**config.mk**
```make
export PLATFORM = sky130hd
export DESIGN_NAME = lector_contador
export DESIGN_NICKNAME = d
export VERILOG_FILES = /design/src/rtl/lector_contador_pkg.sv /design/src/rtl/lector_timeout.sv /design/src/rtl/lector_contador.sv
export SDC_FILE = /design/constraint.sdc
export NUM_CORES = 1
export LEC_CHECK = 0
export ABC_AREA = 1
export CORE_MARGIN = 2
export CORE_UTILIZATION = 51
export CTS_CLUSTER_DIAMETER = 40
export DETAILED_ROUTE_END_ITERATION = 12
export PLACE_DENSITY = 0.9
export RECOVER_POWER = 100
export REMOVE_ABC_BUFFERS = 1
export SLEW_MARGIN = 20
export SYNTH_ARGS = -nofsm -noshare
export SYNTH_HDL_FRONTEND = slang
export SYNTH_SLANG_ARGS = --single-unit
```
**constraint.sdc**
```tcl
create_clock -name clk -period 2.2 [get_ports clk]
set_input_delay 0.44 -clock clk [delete_from_list [all_inputs] [get_ports clk]]
set_output_delay 0.44 -clock clk [all_outputs]
set_load 0.02 [all_outputs]
```
**src/rtl/lector_contador_pkg.sv**
```systemverilog
// Shared definitions for the contador read-back scanner.
// State encoding, widths and scan limits.
package lector_contador_pkg;

    localparam int NUM_COUNTERS = 5;
    localparam int COUNT_WIDTH  = 5;
    localparam int IDX_WIDTH    = 3;
    localparam int TOTAL_WIDTH  = 8;
    localparam int TIMEOUT      = 7;
    localparam int TMO_WIDTH    = 3;
    localparam int SNAP_WIDTH   = NUM_COUNTERS * COUNT_WIDTH;

    localparam logic [IDX_WIDTH-1:0] LAST_IDX =
        IDX_WIDTH'(NUM_COUNTERS - 1);

    typedef enum logic [2:0] {
        S_IDLE       = 3'd0,
        S_WAIT_IDLE  = 3'd1,
        S_REQ        = 3'd2,
        S_WAIT_VALID = 3'd3,
        S_DONE       = 3'd4
    } state_t;

endpackage

```
**src/rtl/lector_timeout.sv**
```systemverilog
// Response watchdog: loaded when a request goes out,
// counts down while waiting and flags expiry.
module lector_timeout
    import lector_contador_pkg::*;
(
    input  logic clk,
    input  logic reset_L,
    input  logic clear,
    input  logic load,
    input  logic en,
    output logic expire
);

    localparam logic [TMO_WIDTH-1:0] LOAD_VAL =
        TMO_WIDTH'(TIMEOUT - 1);

    logic [TMO_WIDTH-1:0] cnt;

    // Remaining wait cycles; reaches zero on the last allowed cycle.
    always_ff @(posedge clk or negedge reset_L) begin
        if (!reset_L) begin
            cnt <= '0;
        end else if (clear) begin
            cnt <= '0;
        end else if (load) begin
            cnt <= LOAD_VAL;
        end else if (en && cnt != '0) begin
            cnt <= cnt - 1'b1;
        end
    end

    assign expire = en && (cnt == '0);

endmodule

```
**src/rtl/lector_contador.sv**
```systemverilog
// Scans the five contador pop counts once the FIFOs are idle,
// sums them and compares with the injected word count.
module lector_contador
    import lector_contador_pkg::*;
(
    input  logic                   clk,
    input  logic                   reset_L,
    input  logic                   start,
    input  logic                   idle,
    input  logic [COUNT_WIDTH-1:0] data_in,
    input  logic                   valid_in,
    input  logic [TOTAL_WIDTH-1:0] expected_total,
    output logic                   req,
    output logic [IDX_WIDTH-1:0]   idx,
    output logic [SNAP_WIDTH-1:0]  snapshot,
    output logic [TOTAL_WIDTH-1:0] total,
    output logic                   busy,
    output logic                   done,
    output logic                   match,
    output logic                   timeout_err
);

    state_t                 state;
    state_t                 state_nx;
    logic [TOTAL_WIDTH-1:0] exp_q;
    logic [TOTAL_WIDTH-1:0] total_nx;
    logic                   accept_start;
    logic                   abort;
    logic                   capture;
    logic                   expire;
    logic                   advance;
    logic                   last;
    logic                   in_wait;

    assign in_wait      = (state == S_WAIT_VALID);
    assign accept_start = start &&
                          (state == S_IDLE || state == S_DONE);
    assign abort        = !idle &&
                          (state == S_REQ || in_wait);
    assign capture      = in_wait && idle && valid_in;
    assign advance      = in_wait && idle && (valid_in || expire);
    assign last         = (idx == LAST_IDX);
    assign total_nx     = total + TOTAL_WIDTH'(data_in);

    assign req  = (state == S_REQ);
    assign busy = !(state == S_IDLE || state == S_DONE);

    lector_timeout u_timeout (
        .clk     (clk),
        .reset_L (reset_L),
        .clear   (accept_start || abort),
        .load    (state == S_REQ),
        .en      (in_wait),
        .expire  (expire)
    );

    // State register.
    always_ff @(posedge clk or negedge reset_L) begin
        if (!reset_L) begin
            state <= S_IDLE;
        end else begin
            state <= state_nx;
        end
    end

    // Next-state selection; an idle drop always wins.
    always_comb begin
        state_nx = state;
        unique case (state)
            S_IDLE, S_DONE: begin
                if (start) state_nx = S_WAIT_IDLE;
            end
            S_WAIT_IDLE: begin
                if (idle) state_nx = S_REQ;
            end
            S_REQ: begin
                state_nx = idle ? S_WAIT_VALID : S_WAIT_IDLE;
            end
            S_WAIT_VALID: begin
                if (!idle) begin
                    state_nx = S_WAIT_IDLE;
                end else if (advance) begin
                    state_nx = last ? S_DONE : S_REQ;
                end
            end
            default: state_nx = S_IDLE;
        endcase
    end

    // Scan datapath: index, snapshot slots, running sum and result.
    always_ff @(posedge clk or negedge reset_L) begin
        if (!reset_L) begin
            idx         <= '0;
            snapshot    <= '0;
            total       <= '0;
            done        <= 1'b0;
            match       <= 1'b0;
            timeout_err <= 1'b0;
            exp_q       <= '0;
        end else begin
            done <= 1'b0;
            if (accept_start) begin
                idx         <= '0;
                snapshot    <= '0;
                total       <= '0;
                match       <= 1'b0;
                timeout_err <= 1'b0;
                exp_q       <= expected_total;
            end else if (abort) begin
                idx      <= '0;
                snapshot <= '0;
                total    <= '0;
            end else if (advance) begin
                if (capture) begin
                    for (int k = 0; k < NUM_COUNTERS; k++) begin
                        if (idx == IDX_WIDTH'(k)) begin
                            snapshot[k*COUNT_WIDTH +: COUNT_WIDTH]
                                <= data_in;
                        end
                    end
                    total <= total_nx;
                end else begin
                    timeout_err <= 1'b1;
                end
                if (last) begin
                    idx   <= '0;
                    done  <= 1'b1;
                    match <= capture && !timeout_err &&
                             (total_nx == exp_q);
                end else begin
                    idx <= idx + 1'b1;
                end
            end
        end
    end

endmodule

```
======== Yosys cells after proc, flatten, opt, wreduce, memory -nomap -nowiden ========
Cells that the tools add are included.
word-level totals
  output and inout bits ................... 41
  word-level logic and storage cells ...... 109
  register bits after elaboration ......... 53
cells by class
  reduce and logical (&&, ||, !) cells .... 40
  equality and inequality tests ........... 14
  muxes and demuxes ....................... 39
  add/sub/neg operators ................... 3
operator list
  kind                                                 number
  two-way mux 25 bit                                   4
  two-way mux 3 bit                                    12
  two-way mux 8 bit                                    4
  nonzero test 3 bit                                   9
  two-way mux 5 bit                                    5
  AND reduction 3 bit                                  8
  equality test 3 x 2 -> 1 bit, second input constant  4
  two-way mux 1 bit                                    12
  one-hot mux 3 bit (4 select lines)                   1
  logical AND 1 bit                                    9
  zero test 3 bit                                      3
  adder 8 x 5 -> 8 bit                                 1
  equality test 8 bit                                  1
  != test 2 bit, second input constant                 4
  equality test 3 x 1 -> 1 bit, second input constant  2
  equality test 3 bit, second input constant           2
  logical OR 1 bit                                     4
  nonzero test 2 bit                                   2
  adder 3 x 1 -> 3 bit, second input constant          1
  zero test 1 bit                                      3
  != test 3 bit, second input constant                 1
  subtractor 3 x 1 -> 3 bit, second input constant     1
  two-way mux 2 bit                                    1
  AND reduction 2 bit                                  1
  OR reduction 2 bit                                   1

======== Logic depth before layout (Yosys ltp) ========
  depth after elaboration ................. 9
  mapped depth ............................ 13
  gate-level depth less buffers ........... 13

======== Hierarchy ========
Synthesis repeated with hierarchy kept, for this count alone.
unflattened totals
  cell total of the unflattened synthesis .. 343
  area total of the unflattened synthesis .. 2856.5 sq um
by module, submodules not included
  module           area each (sq um)  instances  seq. area each (sq um)  cells an instance
  lector_contador  2623.8             1          1251.2                  314
  lector_timeout   232.7              1          75.1                    29

======== Least setup slack after synthesis ========
OpenSTA, ideal clock, no wires.
  path kind ............................... reg2reg
  start point ............................. register total[0]
  end point ............................... register match
  required time ........................... 2.134 ns
  stages on the path, launching flop included .. 13
  period minus slack after synthesis ...... 1.951 ns
  data arrival time ....................... 1.885 ns
  path slack .............................. 0.249 ns
  path through ............................ dfrtp_1 ha_1 fa_1 or2_2 nand2_1 nand2_1 nand2_1 nand3_1 nor2_1 nand2_1 nor2_1 nand2_1 nand2_1
between the ends
  cells in the longest elaborated chain, start to end .. 7
RTL lines
  element                 line                    RTL
  from (decl)             lector_contador.sv:16   output logic [TOTAL_WIDTH-1:0] total,
  from (signal assigned)  lector_contador.sv:121  total <= total_nx;
  adder 8 x 5 -> 8 bit    lector_contador.sv:43   assign total_nx = total + TOTAL_WIDTH'(data_in);
  equality test 8 bit     lector_contador.sv:129  (total_nx == exp_q);
  logical AND 1 bit       lector_contador.sv:128  match <= capture && !timeout_err &&
  two-way mux 1 bit       lector_contador.sv:125  if (last) begin
  two-way mux 1 bit       lector_contador.sv:113  end else if (advance) begin
  two-way mux 1 bit       lector_contador.sv:109  end else if (abort) begin
  two-way mux 1 bit       lector_contador.sv:102  if (accept_start) begin
  to (signal assigned)    lector_contador.sv:128
  to (decl)               lector_contador.sv:19   output logic match,
Every way passes these cells. The select of a mux whose other input is x is not followed.
A chain may end at the register's enable or synchronous reset.

======== Worst setup path after layout ========
  start point ............................. input data_in[0]
  end point ............................... register match
between the ends
  cells in the longest elaborated chain, start to end .. 7
RTL lines
  element               line                    RTL
  from (decl)           lector_contador.sv:10   input logic [COUNT_WIDTH-1:0] data_in,
  adder 8 x 5 -> 8 bit  lector_contador.sv:43
  equality test 8 bit   lector_contador.sv:129
  logical AND 1 bit     lector_contador.sv:128
  two-way mux 1 bit     lector_contador.sv:125
  two-way mux 1 bit     lector_contador.sv:113
  two-way mux 1 bit     lector_contador.sv:109
  two-way mux 1 bit     lector_contador.sv:102
Every way passes these cells. The select of a mux whose other input is x is not followed.

==> metrics <==
Yosys top cell area share 49.0%; mapped cell area 2710 sq um; RSZ-0062 raised after global routing yes; initial antenna violation count 0; sequential area share after synthesis between 40% and 50%; Max stage delay on crit path 450 ps; DP Worst Slack -356 ps; Tot Pwr 4.88 mW; final instance area 3540 sq um; slowest stage cell on the critical path clkdlybuf4s50_1; Slew @ Worst Pin between 1000 and 1500 ps; cell with the most instances after synthesis nand2_1; total CTS buffers 5; endpoint class of the critical path flop; PnR worst setup slack 53.0 ps; fmax 466 MHz; Hold WC Path Type input pin to asynchronous set/reset pin; Routed wire per std cell 14.0 microns; Layout Nets 420; minimum clock period after layout 2150 ps; Post-Place Cell Area 3450 sq um; Final ANT Viol Nets 0; aggregate global routing overflow 0; RD Place Congestion 0.885; final hold vios 0; synth unique cells 28; number of synthesized flops with an enable pin 0; Starting DRT DRC Count 143; crit path kind input pin to flop; vias in the first global route ~2400; starting density of the core 53.0%; top_reg_cell synth dfrtp_1; worst r2r path cells 12; # hold bufs at CTS 0; Core Rows 26; Layout fillers 392; share of layout cells above drive strength 1 roughly a tenth; clk root buf clkbuf_8; final core occ 69.3%; worst rel slew slack ~22%; I/O pin cnt 59; Core Area 5110 sq um; dpl hpwl 5.05 mm; DR vias/cell between 5 and 6; Post-synth top cells 64 x nand2_1, 53 x dfrtp_1, 40 x nor2_1; area leader, netlist dfrtp_1; crit path max fanout 3; Vias 2446; Routed Wire Length 6.46 mm; diode count 0; skew final approximately 7.0 ps; worst path cell trace clkdlybuf4s50_1, ha_2, fa_2, or2_2, nand2_1, nand2_1, nand2_1, nand3_1, nor2_1, nand2_1, nor2_1, nand2_1, nand2_1; CTS H-tree depth 2; Max clock buf depth 2; clock sink count 53; period utilization 97.6%; largest net degree at the start of global routing 23; maximum vdd drop 0.696 mV; Layout area overhead 30.7%; Worst Setup Start Kind input pin; DRC violations left 0; status finished, final reports clean; Cell Pwr Density between 1000 and 1500 nW/um^2; max-cap violation count 0; Syn Inst Count 314; crit-path most repeated cell nand2_1; Total GRT Usage between 20% and 30%; Avg Inst Size Synth 8.62 sq um; hold slack 327 ps; die width 76.9 microns; ys async rst share 100%; port bufs 58; CTS tree yes; first-pass GRT wire length 11.0 mm; die height 76.9 microns; clk slew on worst S/H paths around 100 ps; drt first pass iters 4; Final Max Tran Viols 0; die area 5910 sq um; P_leak 1.71 nW; FF+latch count, synth 53; Required @ worst endpoint 2460 ps; crit path DAT ~2400 ps; final setup fails 0; Yosys Warn Count 0; worst skew pair latency ~320 ps; r2r setup slk between 150 and 200 ps; ranking of synthesized cells by area dfrtp_1 49%, nand2_1 8.9%, a21oi_1 6.5%, ha_1 5.5%, nor2_1 5.5%
## metrics by stage
stage | instances | TNS [ps]
after floorplan | 313 | 0
after global placement | 452 | -388
after detailed placement | 452 | -618
after CTS | 460 | 0
after global routing | 460 | -45.8
final | 460 | 0
## worst max-delay path: cells and delay by family
family                   cells  cell delay [ps]
AND/OR/NAND/NOR             10              950
adder cells (fa/ha/maj)      2              570
buffers and inverters        1              450
## cell families (layout without fill, tap and decap cells)
kind of cell	after synthesis	in the layout	share of synthesized area (%)
xor gates and xnor gates	2	2	0.647
DFF	53	53	49.0
adders and majority gates	13	13	6.28
AOI/OAI and AO/OA	58	58	11.6
muxes	2	2	0.832
buffers and inverters	38	114	5.27
and+or+nand+nor	148	148	26.4
## power breakdown
group          switching, mW  internal (mW)
Clock                  0.337          0.224
Combinational           1.58           1.11
Sequential             0.258           1.38
## per-layer routing
| layer | wire (microns) | GRT usage, % |
|---|---|---|
| met1 | 2650 | 29.8 |
| met2 | 3210 | 38.8 |
| met3 | 460 | 5.18 |
| met4 | 136 | 9.27 |
| met5 | 0 | 0 |
## repair_timing
action,4_1_cts,5_1_grt
hold endpoints to repair,0,0
setup buffers,0,0
gates resized for setup,1,2
pin swaps,0,1
setup endpoints to repair,1,2
## registers in the layout, summed over array words and instances, names as in the netlist
| name | cells |
|---|---|
| u_timeout.cnt | 3 |
| timeout_err | 1 |
| idx | 3 |
| done | 1 |
| total | 8 |
| match | 1 |
| state | 3 |
| snapshot | 25 |
| exp_q | 8 |
## worst paths after layout
path | from | endpoint
setup reg to reg | total[0]$_DFFE_PN0P_ | match$_DFFE_PN0P_
min in group clk | snapshot[23]$_DFFE_PN0P_ | snapshot[23]$_DFFE_PN0P_
max in group asynchronous | reset_L | total[6]$_DFFE_PN0P_
setup / recovery | data_in[0] | match$_DFFE_PN0P_
hold / removal | reset_L | snapshot[22]$_DFFE_PN0P_
hold reg to reg | snapshot[23]$_DFFE_PN0P_ | snapshot[23]$_DFFE_PN0P_
## cell type report
| cell class | count | area [sq um] | share of cell area, % |
|---|---|---|---|
| Tap cell | 70 | 87.6 | 2.48 |
| Sequential cell | 53 | 1330 | 37.5 |
| Timing Repair Buffer | 69 | 653 | 18.5 |
| Inverter | 37 | 139 | 3.93 |
| Clock inverter | 3 | 22.5 | 0.636 |
| Clock buffer | 5 | 68.8 | 1.94 |
| Multi-Input combinational cell | 223 | 1240 | 35.1 |
## placed cells by master (no fill, tap or decap), types with 5 or more instances in the layout
cell / Yosys / layout
a21oi_1: 35 / 35
buf_4: 0 / 9
clkbuf_8: 0 / 5
clkdlybuf4s50_1: 0 / 56
dfrtp_1: 53 / 53
ha_1: 12 / 11
inv_1: 34 / 35
nand2_1: 64 / 64
nand3_1: 26 / 26
nor2_1: 40 / 41
o21ai_0: 14 / 14
Power figures use the tool's default switching activity.
